[config.mk]
export PLATFORM = sky130hd
export DESIGN_NAME = fifo_stream_reader
export DESIGN_NICKNAME = d
export VERILOG_FILES = /design/src/rtl/fifo_stream_reader.sv
export SDC_FILE = /design/constraint.sdc
export NUM_CORES = 1
export LEC_CHECK = 0
export CAP_MARGIN = 40
export CORE_MARGIN = 4
export CORE_UTILIZATION = 40
export DETAILED_ROUTE_END_ITERATION = 10
export PLACE_DENSITY = 0.63
export SLEW_MARGIN = 15
export SYNTH_ARGS = -nofsm -noshare
export SYNTH_HDL_FRONTEND = slang
export SYNTH_SLANG_ARGS = --single-unit
export TNS_END_PERCENT = 30
[constraint.sdc]
create_clock -name clk_i -period 3 [get_ports clk_i]
set_clock_uncertainty 0.05 [all_clocks]
set_input_delay 0.6 -clock clk_i [delete_from_list [all_inputs] [get_ports clk_i]]
set_output_delay 0.6 -clock clk_i [all_outputs]
set_load 0.05 [all_outputs]
[src/rtl/fifo_stream_reader.sv]
// fifo_stream_reader
//   Read-side master for the team FIFO. It issues read requests and captures
//   the FIFO output into a 3-entry circular buffer. Buffered words are
//   presented on a valid/ready stream with sop/eop framing every PKT_LEN words.
//   Reads are issued on credit: outstanding plus buffered words never exceed
//   three. fifo_rdreq_o therefore never depends on ready_i, and the stream
//   sustains one word per clock.
// Ports
//   clk_i, srst_i      clock, synchronous active-high reset
//   fifo_q_i           FIFO read data
//   fifo_empty_i       FIFO empty flag
//   fifo_usedw_i       FIFO fill level (status, checked only)
//   fifo_rdreq_o       FIFO read request
//   data_o, valid_o    stream word and qualifier
//   ready_i            stream consumer ready
//   sop_o, eop_o       packet framing, qualified by valid_o
//   pkt_cnt_o          completed packets, wraps at 2^16

module fifo_stream_reader_chk #(
  parameter int DWIDTH = 16,
  parameter int AWIDTH = 8
) (
  input logic              clk_i,
  input logic              srst_i,
  input logic              fifo_rdreq_o,
  input logic              fifo_empty_i,
  input logic [AWIDTH-1:0] fifo_usedw_i,
  input logic [1:0]        occ,
  input logic              inflight,
  input logic              valid_o,
  input logic              ready_i,
  input logic [DWIDTH-1:0] data_o,
  input logic              sop_o,
  input logic              eop_o
);
  a_no_read_empty: assert property (@(posedge clk_i) !(fifo_rdreq_o && fifo_empty_i));
  a_occ_bound:     assert property (@(posedge clk_i) ({1'b0, occ} + {2'b00, inflight}) <= 3'd3);
  a_empty_usedw:   assert property (@(posedge clk_i) fifo_empty_i |-> (fifo_usedw_i == '0));
  a_stall_stable:  assert property (@(posedge clk_i) disable iff (srst_i)
                                    (valid_o && !ready_i) |=> $stable({data_o, sop_o, eop_o}));
endmodule

module fifo_stream_reader #(
  parameter int DWIDTH    = 16,
  parameter int AWIDTH    = 8,
  parameter int SHOWAHEAD = 0,
  parameter int PKT_LEN   = 8
) (
  input  logic              clk_i,
  input  logic              srst_i,
  input  logic [DWIDTH-1:0] fifo_q_i,
  input  logic              fifo_empty_i,
  input  logic [AWIDTH-1:0] fifo_usedw_i,
  output logic              fifo_rdreq_o,
  output logic [DWIDTH-1:0] data_o,
  output logic              valid_o,
  input  logic              ready_i,
  output logic              sop_o,
  output logic              eop_o,
  output logic [15:0]       pkt_cnt_o
);
  localparam int IDXW = (PKT_LEN > 1) ? $clog2(PKT_LEN) : 1;
  localparam logic [IDXW-1:0] LAST_IDX = IDXW'(PKT_LEN - 1);

  logic [DWIDTH-1:0] r_mem [0:2];
  logic [1:0]        r_wr_ptr;
  logic [1:0]        r_rd_ptr;
  logic [1:0]        r_occ;
  logic              r_inflight;
  logic [IDXW-1:0]   r_idx;
  logic [15:0]       r_pkt_cnt;

  logic [2:0]        w_credit;
  logic              w_rdreq;
  logic              w_push;
  logic              w_valid;
  logic              w_pop;
  logic              w_last;

  // Circular pointer over three entries.
  function automatic logic [1:0] ptr_inc(input logic [1:0] p);
    return (p == 2'd2) ? 2'd0 : p + 2'd1;
  endfunction

  // Credit-based read request, buffer push/pop strobes and framing position.
  always_comb begin
    w_credit = {1'b0, r_occ} + {2'b00, r_inflight};
    w_rdreq  = !srst_i && !fifo_empty_i && (w_credit <= 3'd2);
    // Show-ahead data is already on q while rdreq acknowledges it; otherwise
    // the word arrives one clock after the request.
    if (SHOWAHEAD != 0) begin
      w_push = w_rdreq;
    end else begin
      w_push = r_inflight && !srst_i;
    end
    w_valid = (r_occ != 2'd0) && !srst_i;
    w_pop   = w_valid && ready_i;
    w_last  = (r_idx == LAST_IDX);
  end

  // Buffer bookkeeping, word index and packet counter.
  always_ff @(posedge clk_i) begin
    if (srst_i) begin
      r_wr_ptr   <= 2'd0;
      r_rd_ptr   <= 2'd0;
      r_occ      <= 2'd0;
      r_inflight <= 1'b0;
      r_idx      <= '0;
      r_pkt_cnt  <= 16'd0;
    end else begin
      r_inflight <= (SHOWAHEAD == 0) ? w_rdreq : 1'b0;
      if (w_push) r_wr_ptr <= ptr_inc(r_wr_ptr);
      if (w_pop)  r_rd_ptr <= ptr_inc(r_rd_ptr);
      case ({w_push, w_pop})
        2'b10:   r_occ <= r_occ + 2'd1;
        2'b01:   r_occ <= r_occ - 2'd1;
        default: r_occ <= r_occ;
      endcase
      if (w_pop) begin
        r_idx <= w_last ? '0 : r_idx + IDXW'(1);
        if (w_last) r_pkt_cnt <= r_pkt_cnt + 16'd1;
      end
    end
  end

  // Buffer storage; w_push is already blocked during reset.
  always_ff @(posedge clk_i) begin
    if (w_push) r_mem[r_wr_ptr] <= fifo_q_i;
  end

  // Outputs are forced low combinationally while srst_i is high.
  assign fifo_rdreq_o = w_rdreq;
  assign valid_o      = w_valid;
  assign data_o       = w_valid ? r_mem[r_rd_ptr] : '0;
  assign sop_o        = w_valid && (r_idx == '0);
  assign eop_o        = w_valid && w_last;
  assign pkt_cnt_o    = srst_i ? 16'd0 : r_pkt_cnt;

  fifo_stream_reader_chk #(.DWIDTH(DWIDTH), .AWIDTH(AWIDTH)) u_chk (
    .clk_i        (clk_i),
    .srst_i       (srst_i),
    .fifo_rdreq_o (w_rdreq),
    .fifo_empty_i (fifo_empty_i),
    .fifo_usedw_i (fifo_usedw_i),
    .occ          (r_occ),
    .inflight     (r_inflight),
    .valid_o      (w_valid),
    .ready_i      (ready_i),
    .data_o       (data_o),
    .sop_o        (sop_o),
    .eop_o        (eop_o)
  );
endmodule

==> impl_results.md <==
* Num CTS Buffers at 9
* Peak Freq at 0.385 GHz
* Clock Latency Late Sink at 0.33 ns
* Die H at 98.0 um
* Final Core Density at 0.581
* Sequential share of power at 0.521
* Worst VDD drop at 0.290 mV
* Initial DRC count at 98
* Met1 WL at 2760 um
* Post-CTS Hold Fix Bufs at 0
* Post-Synthesis Cells at 280
* CTS Sinks at 76
* Slew of the pin with the lowest slew margin at 0.497 ns
* Avg WL per Cell at 13.7 um
* Io pins at 64
* NetSw at 0.496 mW
* RSZ-0062 raised after global routing: false
* Starting Density at 0.415
* RePlAce Congestion at 0.731
* Leak Pwr at 1.66 nW
* Syn_area_per_cell at 11.6 um^2
* Slowest cell on crit path: clkdlybuf4s50_1
* Global-route wire length before repair at 10,200 um
* Cell family with most CP delay: buffers and inverters
* Predominant post-synthesis flop cell: edfxtp_1
* Grt total ovfl at 0
* Power Density at 484 nW/um^2
* WP buf/inv at 2
* Resized cells post-CTS at 0
* Met2 wire length at 3160 um
* Syn Nets at 316
* Final Non-Filler Cells at 451
* Worst-path cell chain: clkdlybuf4s50_1, o21bai_2, nor3b_1, buf_12
* Std-Cell Rows at 32
* Number of flops mapped to enable cells by yosys at 48
* DP HPWL at 4320 um
* Worst-path clk slew at 0.08 ns
* Crit path capture type: output port
* Placed Cells incl. Taps at 436
* Via/cell ratio at 4.92
* Combinational power share at 0.103
* Initial antenna violation count at 0
* Final nets at 381
* Final hold violations at 0
* Port Buffer Count at 55
* # DRC at 0
* Crit Path Max Fanout at 5
* Design Power at 2.20 mW
* Post-route ant nets at 0
* HP Class: reg2reg
* Top-area cell type share of the netlist area at 0.445
* Largest net degree at the start of global routing at 27
* Antenna Cells at 0
* Final setup vio count at 0
* Setup bufs post-CTS at 0
* CTS H-tree lvls at 3
* Clock Power Share at 0.376
* Async SR Flop Fraction at 0
* Count leader, synth: nor2_1
* Slew headroom at 0.667
* Fin crit share at 0.865
* CP Class: in2out
* Status: completed
* Seq/Total Area, Yosys at 0.618
* Tmin final at 2.59 ns
* Full die area at 9600 um^2
* Synth area leader: edfxtp_1
* Total number of vias at 2,220
* Synth unique cells at 37
* Top cells by area, synth: edfxtp_1 45%, dfxtp_1 17%, nor2_1 6.5%
* Vias in the first global route at 2,166
* Post-synthesis cell area at 3240 um^2
* Startpoint types: input port
* Internal power at 1.70 mW
* Switching share of power at 0.226
* #FFs+latches synth at 76
* Area delta synth->final at 40.2%
* Fillers at 634
* Worst path required time at 2.35 ns
* Met3 WL at 193 um
* Final WL at 6190 um
* Post-synth top cells: 56 x nor2_1, 48 x edfxtp_1, 28 x dfxtp_1
* Max Cap Viol at 0
* TritonRoute pass-1 iters at 4
* YS warnings at 0
* Crit path DAT at 1.94 ns
* Worst path max stage delay at 0.47 ns
* CTS max path bufs at 2
* Fin Setup TNS at 0 ns
* CTS tree: built
* Share of layout cells above drive strength 1 at 0.206
* Core area at 7810 um^2
* Max-slew violations at 0
* Top Metal Used: met4
* Root Buffer: clkbuf_8
* Total track usage at 0.133
* Die extent in x at 98.0 um
power groups by stage:
| stage | sequential [mW] | combinational (mW) | clock (mW) |
|---|---|---|---|
| final | 1.14 | 0.227 | 0.826 |
| after global routing | 1.15 | 0.245 | 0.890 |
| after CTS | 1.14 | 0.230 | 0.849 |
| after detailed placement | 1.17 | 0.229 | 0 |
| after global placement | 1.17 | 0.225 | 0 |
| after floorplan | 1.16 | 0.121 | 0 |
flip-flops by register name (all words and copies together), names as in the netlist, named ones only:
name        flops
r_pkt_cnt      16
r_occ           2
r_rd_ptr        2
r_idx           3
r_inflight      1
r_mem          48
r_wr_ptr        2
worst register-to-register path, cell delays in order (launching register included):
cell	delay (ns)
dfxtp_1	0.39
ha_1	0.18
ha_1	0.26
o211ai_1	0.25
nor3_4	0.29
or3b_1	0.40
mux2_4	0.30
metrics by stage:
step / area (um^2) / hold WS [ns] / worst slack, ns
after global routing: 4540 / 0.469 / 0.331
after detailed placement: 4320 / 0.421 / 0.254
after global placement: 4320 / 0.413 / 0.311
after floorplan: 3240 / 0.399 / 0.182
final: 4540 / 0.423 / 0.406
after CTS: 4540 / 0.432 / 0.358
path summary, 6_finish.rpt:
kind / from / to / slack (ns) / cells after the start
setup / recovery: srst_i / sop_o / 0.41 / 4
hold / removal: r_idx[1] / r_idx[1] / 0.42 / 2
setup reg to reg: r_idx[0] / r_pkt_cnt[15] / 0.78 / 6
hold reg to reg: r_idx[1] / r_idx[1] / 0.42 / 2
final cells by class:
cell class / instances / area, um^2 / area share
inverters: 10 / 37.5 / 0.00827
repair buffers: 65 / 986 / 0.217
flip-flops and latches: 76 / 2000 / 0.441
multi-input cells: 183 / 1170 / 0.258
clock buffers: 9 / 124 / 0.0273
well taps: 102 / 128 / 0.0281
clock inverters: 6 / 88.8 / 0.0196
metal layers:
metal  global-route usage  vias to the layer above
met4               0.0575                        0
met1                0.168                     1059
met5                    0                        -
met2                0.223                       44
met3               0.0250                        7
li1                     -                     1110
logic make-up after synthesis:
group,share of synthesized area
DFF,0.618
muxes,0.0707
and+or+nand+nor,0.177
adders and majority gates,0.0309
buffers and inverters,0.0255
AOI/OAI and AO/OA,0.0475
xor gates and xnor gates,0.0298
cells in the final DEF (no fill, tap or decap), types with 2 or more instances in the layout:
cell             Yosys  routed
clkdlybuf4s50_1      0      19
edfxtp_1            48      48
or3_1                2       2
mux2i_1             18      18
nand3b_1             2       2
clkbuf_8             0       9
nand4_1              4       4
nand3_1              2       2
a21o_1               2       2
nor3b_2              0       2
nor4_1               2       2
buf_4                0      10
nor3_1               7       6
a21oi_1             19      19
clkinvlp_4           0       2
xor2_1               2       2
nor3b_1              4       2
xnor2_1              9       9
buf_12               0      36
mux2_2               3       3
bufinv_16            0       2
o21ai_0              4       4
nor2_1              56      56
ha_1                 8       8
nor2b_1             12      12
inv_1               10      10
nand2_1             12      12
dfxtp_1             28      28
or4_1                3       3
(Power assumes the default switching activity.)
